<file path="config.mk">
export PLATFORM = sky130hd
export DESIGN_NAME = shift_add_multiplier
export DESIGN_NICKNAME = d
export VERILOG_FILES = /design/src/rtl/shift_add_multiplier.sv
export SDC_FILE = /design/constraint.sdc
export NUM_CORES = 1
export LEC_CHECK = 0
export CORE_MARGIN = 2
export CORE_UTILIZATION = 55
export CTS_BUF_LIST = sky130_fd_sc_hd__clkbuf_4 sky130_fd_sc_hd__clkbuf_8
export DETAILED_ROUTE_END_ITERATION = 12
export HOLD_SLACK_MARGIN = 0.02
export PLACE_DENSITY = 0.79
export REMOVE_ABC_BUFFERS = 1
export SETUP_SLACK_MARGIN = 0.1
export SLEW_MARGIN = 10
export SYNTH_ARGS = -nofsm -noshare
export SYNTH_HDL_FRONTEND = slang
export SYNTH_SLANG_ARGS = --single-unit
</file>
<file path="constraint.sdc">
create_clock -name CLK -period 4.1 [get_ports CLK]
set_input_delay 0.82 -clock CLK [delete_from_list [all_inputs] [get_ports CLK]]
set_output_delay 0.82 -clock CLK [all_outputs]
set_load 0.02 [all_outputs]
</file>
<file path="src/rtl/shift_add_multiplier.sv">
// Sequential shift-and-add multiplier: one partial product per clock, IDLE/CALC/DONE handshake.
// Define MULT_SIGNED_EN to add the Signed_Mode port and two's-complement support.
module shift_add_multiplier #(
   parameter int Operand_Width = 8,
   parameter int Product_Width = 2*Operand_Width
) (
   input  logic                     CLK,
   input  logic                     RST_n,
   input  logic [Operand_Width-1:0] Multiplicand,
   input  logic [Operand_Width-1:0] Multiplier,
   input  logic                     In_Valid,
   output logic                     In_Ready,
`ifdef MULT_SIGNED_EN
   input  logic                     Signed_Mode,
`endif
   output logic [Product_Width-1:0] Product,
   output logic                     Out_Valid,
   input  logic                     Out_Ready,
   output logic                     Busy
);

   localparam int AW = 2*Operand_Width;
   localparam int SW = $clog2(Operand_Width);

   typedef enum logic [1:0] {IDLE, CALC, DONE} state_t;

   state_t                   state;
   logic [Operand_Width-1:0] a_q, b_q;
   logic [Operand_Width-1:0] a_in, b_in;
   logic [AW-1:0]            acc, acc_next, partial;
   logic [SW-1:0]            step;
   logic                     last_step;
   logic [Product_Width-1:0] product_next;
`ifdef MULT_SIGNED_EN
   logic                     neg_q, neg_in, a_neg, b_neg;
`endif

   // Operands are latched as magnitudes; the sign is reapplied once the sum is complete.
   always_comb begin
`ifdef MULT_SIGNED_EN
      a_neg  = Signed_Mode & Multiplicand[Operand_Width-1];
      b_neg  = Signed_Mode & Multiplier[Operand_Width-1];
      a_in   = a_neg ? (~Multiplicand + 1'b1) : Multiplicand;
      b_in   = b_neg ? (~Multiplier + 1'b1) : Multiplier;
      neg_in = a_neg ^ b_neg;
`else
      a_in   = Multiplicand;
      b_in   = Multiplier;
`endif
   end

   always_comb begin
      partial   = b_q[step] ? (AW'(a_q) << step) : '0;
      acc_next  = acc + partial;
      last_step = (step == SW'(Operand_Width-1));
`ifdef MULT_SIGNED_EN
      product_next = Product_Width'(neg_q ? (~acc_next + 1'b1) : acc_next);
`else
      product_next = Product_Width'(acc_next);
`endif
   end

   always_ff @(posedge CLK or negedge RST_n) begin
      if (!RST_n) begin
         state   <= IDLE;
         a_q     <= '0;
         b_q     <= '0;
         acc     <= '0;
         step    <= '0;
         Product <= '0;
`ifdef MULT_SIGNED_EN
         neg_q   <= 1'b0;
`endif
      end else begin
         case (state)
            IDLE: if (In_Valid) begin
               a_q   <= a_in;
               b_q   <= b_in;
               acc   <= '0;
               step  <= '0;
`ifdef MULT_SIGNED_EN
               neg_q <= neg_in;
`endif
               state <= CALC;
            end
            CALC: begin
               acc <= acc_next;
               // Counter stops at the final step so it never wraps mid-operation.
               if (last_step) begin
                  Product <= product_next;
                  state   <= DONE;
               end else begin
                  step <= step + 1'b1;
               end
            end
            DONE: if (Out_Ready) state <= IDLE;
            default: state <= IDLE;
         endcase
      end
   end

   assign In_Ready  = (state == IDLE);
   assign Busy      = (state == CALC);
   assign Out_Valid = (state == DONE);

endmodule

</file>
==> summary.md, run 1 <==
| Metric | Value |
|---|---|
| Clock slew at reported path FFs | ~0.09 ns |
| Drt drc | 0 |
| EDFF count, synth | 0 |
| Synth Area in Simple Gates | between 10% and 20% |
| WP data arrival | 3.78 ns |
| Initial Util | a little under three fifths |
| DR iter-0 viols | 159 |
| Endpoints failing setup | 0 |
| Ys Warns | 0 |
| Vias per inst | 6.035 |
| Total GRT Usage | 24.58% |
| Detailed Place HPWL | 5107 µm |
| DRT antenna net count | 0 |
| Final Hold Viols | 0 |
| Rel. slew slack | just over 40% |
| Share of cells above drive strength 1 | between 10% and 20% |
| Critical Path Sink Type | register |
| Sum of negative setup slack | 0 ns |
| Layout Nets | a little under 400 |
| Fillers | 456 |
| Worst VDD drop | ~0.54 mV |
| Floorplan Core Area | around 5600 µm² |
| I/O Buffers | 38 |
| Cts-stage hold buffer count | 0 |
| Post-Syn Area | ~3200 µm² |
| Width of the chip | about 80 µm |
| Dpl cells | about 430 |
| Register area | 1326 µm² |
| Pin count of the biggest net entering global routing | 54 |
| Measured slew at the worst slew-check pin | 0.8792 ns |
| Flops & latches, synth | between 50 and 60 |
| CP Max Fanout | 18 |
| Worst endpoint required time | about 4.3 ns |
| Overall routed net length | approximately 7000 µm |
| Via count | around 2.6k |
| I/O Pins | 39 |
| First-pass GRT wire length | ~12000 µm |
| Class of the worst hold path | reg -> reg |
| Post-layout min period | 3.614 ns |
| Post-Synth XOR/XNOR Area | 2.183% |
| Worst clock skew | about 0.010 ns |
| Vias in the first global route | around 2.6k |
| Static Leak | 1.721 nW |
| H-tree levels | 2 |
| Setup ws final | between 0.4 and 0.5 ns |
| Layout area overhead | 16.22% |
| Die extent in y | between 80 and 90 µm |
| Proportion of synthesized area in mux cells | roughly a tenth |
| Fin util | approximately two thirds |
| Design Area, Final | roughly 3700 µm² |
| FP Rows | 27 |
| Post-DR wirelength/cell | 16.17 µm |
| Post-synth ARST share | 100.0% |
| Setup Crit Path Kind | reg -> reg |
| Area of the multi-input gates | between 1500 and 2000 µm² |
| Post-CTS setup buffer count | 0 |
| Post-DP Area | between 3000 and 4000 µm² |
| Synth Instances | between 300 and 400 |
| Pre-antenna DRT Iters | 4 |
| Clk_lat worst skew | roughly 0.31 ns |
| RSZ-0062 raised after global routing | no |
| Tot Pwr | 3.323 mW |
| Synthesized area per cell | 9.755 µm² |
| Pwr dens | ~890 nW/µm² |
| Min Hold Slack | 0.4796 ns |
| Resized Gates After CTS | 0 |
| Critical path launch point type | register |
| Total grt overflow | 0 |
| Placer Congestion | roughly 0.88 |
| Worst Setup Slack post-DPL | 0.5540 ns |
| Compound-Gate Fraction of Synth Area | about a fifth |
| Top FF cell, synth | dfrtp_1 |
| CTS root buffer | clkbuf_8 |
| Outcome | complete, no violations |
| CTS Buffer Depth | 2 |
| Fmax | roughly 0.28 GHz |
| Max_cap viols | 0 |
| Total CTS buffers | 5 |
| Finished Layout Cells | roughly 430 |
| Register area share after synthesis | around 41% |
| Final Cycle Share | 88.16% |
| Post-synth cell types | 52 |
| Ant diodes | 0 |
| Initial antenna violation count | 0 |
| Combinational family with the most area after synthesis | compound AO/OA/AOI/OAI gates |
| CTS tree | built |
| Post-Synth Adder-Cell Area | between 7 and 8% |
| Slew Viols, Final | 0 |
| CTS sink cnt | 53 |
| Die area | 6463 µm² |
[layout make-up]
type                       count  share of cell area [%]
multi-input combinational    251                   46.96
tap                           72                   2.415
timing repair buffer          41                   10.67
clock inverter                 3                   1.744
clock buffer                   5                   1.845
sequential                    53                   35.56
inverter                       8                  0.8051
[report_power, final]
| group | switching (mW) | internal [mW] | leakage [nW] |
|---|---|---|---|
| registers | 0.224 | 0.771 | 0.662 |
| logic | 1.04 | 0.868 | 0.991 |
| clock network | 0.173 | 0.242 | 0.0681 |
| total | 1.44 | 1.88 | 1.72 |
[kinds of logic (layout without fill, tap and decap cells)]
kind of cell	count (synthesis)	count (layout)
mux	29	29
buf+inv	25	57
flops	53	53
simple gates	108	108
compound gates	88	88
xor+xnor	8	8
fa+ha+maj	18	18
[cells in the mapped netlist, types with 4 or more instances]
cell type | number | area, µm²
dfrtp_1 | 53 | 1326
nand2_1 | 42 | 157.7
o21ai_0 | 16 | 80.08
a21o_1 | 10 | 75.07
buf_2 | 6 | 30.03
a22o_1 | 8 | 70.07
nor2_1 | 29 | 108.9
a21oi_1 | 18 | 90.09
ha_1 | 17 | 212.7
mux2i_1 | 5 | 50.05
mux2_2 | 22 | 247.7
xnor2_1 | 5 | 43.79
and2_1 | 4 | 25.02
inv_1 | 8 | 30.03
o31ai_1 | 4 | 30.03
nand4_1 | 6 | 37.54
clkbuf_1 | 6 | 22.52
nor3_1 | 7 | 35.03
nand3_1 | 8 | 40.04
[final timing paths]
kind	from	slack, ns	to	cells after the start
worst max-delay path	step[0]	0.49	Product[12]	11
worst min-delay path	Product[6]	0.48	Product[6]	2
worst max register to register	step[0]	0.49	Product[12]	11
worst min register to register	Product[6]	0.48	Product[6]	2
max in group asynchronous	RST_n	3.06	acc[12]	2
min in group asynchronous	RST_n	0.61	Product[1]	2
[cell usage in the layout (no fill, tap or decap), types with 2 or more instances in the layout]
master and n:
clkdlybuf4s50_1 37, a31oi_1 3, nand2b_1 2, o31a_1 3, xnor2_1 5, nor2_1 29, a21o_1 10, o21ai_0 16
nand2_1 42, inv_1 8, nor2b_1 2, mux2_2 22, xor2_1 3, bufinv_16 2, o31ai_1 4, a21oi_1 18
buf_4 3, nand3_1 8, a211o_1 3, o21ai_1 3, and3_1 2, mux2i_1 5, ha_1 17, nand4_1 6
nor3_1 7, and2_1 4, a21boi_1 2, dfrtp_1 53, a211oi_1 3, clkbuf_8 5, mux4_2 2, o21a_1 3
a22o_1 8
[state kept, by name, indices dropped and copies added, names as in the netlist]
register / count
b_q: 8
step: 3
acc: 16
a_q: 8
Product: 16
state: 2
[worst max-delay path, stage by stage, from the launching register on]
cell and delay, ns:
dfrtp_1 0.72, mux4_2 0.57, nand2_1 0.16, and2_1 0.27, a21oi_1 0.07, ha_1 0.35
a21o_1 0.22, a221oi_2 0.46, nand3_1 0.13, a31oi_1 0.22, xor2_1 0.21, o21ai_1 0.08
[metal layers]
metal	share of wire (%)	global-route usage, %
met3	4.5	3.596
met2	50	40.75
met4	2.0	8.475
met5	0	0
met1	44	32.94
Note: power is estimated with default switching activity, not from simulation.
==> run 2, diff against run 1 <==
--- a/config.mk
+++ b/config.mk
@@ -5,10 +5,12 @@
 export SDC_FILE = /design/constraint.sdc
 export NUM_CORES = 1
 export LEC_CHECK = 0
+export CORE_ASPECT_RATIO = 1.4
 export CORE_MARGIN = 2
 export CORE_UTILIZATION = 55
 export CTS_BUF_LIST = sky130_fd_sc_hd__clkbuf_4 sky130_fd_sc_hd__clkbuf_8
 export DETAILED_ROUTE_END_ITERATION = 12
+export GPL_TIMING_DRIVEN = 0
 export HOLD_SLACK_MARGIN = 0.02
 export PLACE_DENSITY = 0.79
 export REMOVE_ABC_BUFFERS = 1
==> run 2 against run 1 <==
Sequential power shrank 1%. Power shrank 4.0%. Utilization shrank 0.52 points. Maximum frequency grew 1.1%. Largest cell class unchanged. Critical path type unchanged. Global-route usage shrank 1.5 points. Cell count shrank 1.4%.
==> summary.md, run 2 (synthesis gave the netlist of run 1 again) <==
| Metric | Value |
|---|---|
| I/O Pins | 39 (unchanged) |
| Final Hold Viols | 0 (unchanged) |
| H-tree levels | 2 (unchanged) |
| Switching Fraction | 44.13% (+0.76 points) |
| Pin count of the biggest net entering global routing | 30 (-44%) |
| Biggest regs | Product (16), acc (16) |
| Sum of negative setup slack | 0 ns (unchanged) |
| Layout area overhead | 15.13% |
| Post-layout min period | 3.573 ns (-0.04091 ns) |
| Detailed Place HPWL | 4940 µm (-3.3%) |
| Post-CTS setup buffer count | 0 (unchanged) |
| Sw power | 1.407 mW (-2.3%) |
| Slew Viols, Final | 0 (unchanged) |
| Clk_lat worst skew | 0.30 ns (about the same) |
| Pwr dens | 863.2 nW/µm² (-3.1%) |
| Worst clock skew | 0.008288 ns (-0.001990 ns) |
| Critical Path Sink Type | register |
| First-pass GRT wire length | 11470 µm (-6.3%) |
| Placer Congestion | 0.9017 (+2.2%) |
| Critical path launch point type | register |
| CP Max Fanout | 19 (+1) |
| Final Cycle Share | 87.16% (-1.0 points) |
| Die extent in y | 94.39 µm (+17%) |
| CTS tree | built |
| Endpoints failing setup | 0 (unchanged) |
| Commonest cells after routing, fill and taps aside | dfrtp_1 (52), nand2_1 (42), clkdlybuf4s50_1 (37), nor2_1 (29), mux2_2 (22) |
| Post-DP Area | 3592 µm² (-0.10%) |
| Layout Nets | 396 (-0.50%) |
| Initial antenna violation count | 0 (unchanged) |
| Outcome | complete, no violations |
| FP Rows | 32 (+19%) |
| Via count | 2534 (-3.0%) |
| Total grt overflow | 0 (unchanged) |
| Floorplan Core Area | 5565 µm² (-0.16%) |
| DRT antenna net count | 0 (unchanged) |
| Fmax | 0.2798 GHz (+1.1%) |
| Fin util | 66.39% (-0.52 points) |
| Design Area, Final | 3695 µm² (-0.94%) |
| Vias per inst | 5.934 (-1.7%) |
| CTS Buffer Depth | 2 (unchanged) |
| Width of the chip | 68.56 µm (-15%) |
| Comb power frac | 59.1% (+1.5 points) |
| Rel. slew slack | 39.92% (-1.3 points) |
| Most common cell after layout, fill and taps aside | dfrtp_1 |
| RSZ-0062 raised after global routing | no |
| Measured slew at the worst slew-check pin | 0.9006 ns (+0.02140 ns) |
| Total GRT Usage | 23.09% (-1.5 points) |
| Post-DR wirelength/cell | 15.25 µm (-5.7%) |
| CTS sink cnt | 53 (unchanged) |
| Setup Crit Path Kind | reg -> reg |
| Overall routed net length | 6511 µm (-7.0%) |
| Worst endpoint required time | 4.26 ns (about the same) |
| Static Leak | 1.705 nW (-0.90%) |
| Class of the worst hold path | in -> async |
| Die area | 6471 µm² (+0.13%) |
| Pre-antenna DRT Iters | 4 (unchanged) |
| DR iter-0 viols | 76 (-52%) |
| Worst VDD drop | 0.3877 mV (-28%) |
| Initial Util | 57.67% (+0.091 points) |
| Ant diodes | 0 (unchanged) |
| WP data arrival | 3.73 ns (-0.05 ns) |
| Share of cells above drive strength 1 | 12.26% (+0.068 points) |
| Total CTS buffers | 5 (unchanged) |
| Flop pwr share | 30.8% (+0.9 points) |
| CTS root buffer | clkbuf_8 |
| Max_cap viols | 0 (unchanged) |
| Clock slew at reported path FFs | 0.10 ns (about the same) |
| I/O Buffers | 38 (unchanged) |
| Clk network pwr share | 10.2% (-2.3 points) |
| Drt drc | 0 (unchanged) |
| P_int | 1.782 mW (-5.3%) |
| Vias in the first global route | 2532 (-2.0%) |
==> run 2: cell types whose count changed in the layout (fill, tap and decap cells not counted) <==
cell	delta
o21bai_1	-1
clkbuf_8	+2
bufinv_16	-2
buf_12	+1
o21bai_2	+1
dfrtp_2	+1
dfrtp_1	-1
buf_4	-3
==> run 2: power by group through the flow <==
stage	registers [mW]	clock network (mW)	logic, mW
floorplan	1.02	0	1.32
global placement	0.981	0	1.82
detailed placement	0.992	0	1.88
CTS	0.982	0.328	1.89
global route	1.02	0.343	2.10
finish	0.981	0.324	1.88
==> run 2: metal layers <==
layer  vias to the layer above  share of wire, %  track usage [%]
li1                       1248                 -                -
met1                      1222                43            29.72
met2                        56                52            39.34
met3                         8               3.3            2.980
met4                         0               1.5            7.667
met5                         -                 0                0
==> run 2: final timing paths <==
| kind | from | to | slack, ns | cells after the start |
|---|---|---|---|---|
| max | step[1] | Product[12] | 0.53 | 11 |
| min | RST_n | Product[0] | 0.49 | 1 |
| max reg2reg | step[1] | Product[12] | 0.53 | 11 |
| min reg2reg | Product[9] | Product[9] | 0.49 | 2 |
| max in group asynchronous | RST_n | step[0] | 3.04 | 2 |
| min in group CLK | Product[9] | Product[9] | 0.49 | 2 |
==> run 2: stage by stage <==
step	std cells	setup WS, ns	power [mW]	hold WS (ns)
after floorplan	312	0.8977	2.344	0.4551
after global placement	418	0.4777	2.805	0.4582
after detailed placement	419	0.4280	2.875	0.4697
after CTS	427	0.4120	3.198	0.4917
after global routing	427	0.2548	3.459	0.5241
final	427	0.5266	3.189	0.4852
==> run 2: what timing repair did <==
item                       CTS  global route
setup endpoints to repair    0             1
hold buffers                 0             0
gates resized for setup      0             1
==> run 2: cell type report <==
class | instances | area, µm²
fillers | 461 | 1871
repair buffers | 39 | 395.4
well taps | 68 | 85.08
flip-flops and latches | 53 | 1328
multi-input cells | 251 | 1755
clock buffers | 7 | 96.34
clock inverters | 1 | 5.005
inverters | 8 | 30.03
==> run 2: critical path, stage by stage (launching register included) <==
cell      delay [ns]
dfrtp_1         0.77
mux4_2          0.41
nand2_1         0.17
and2_1          0.29
a21oi_1         0.10
ha_1            0.36
a21o_1          0.23
a221oi_2        0.45
nand3_1         0.14
a31oi_1         0.22
xor2_1          0.23
o21ai_1         0.09
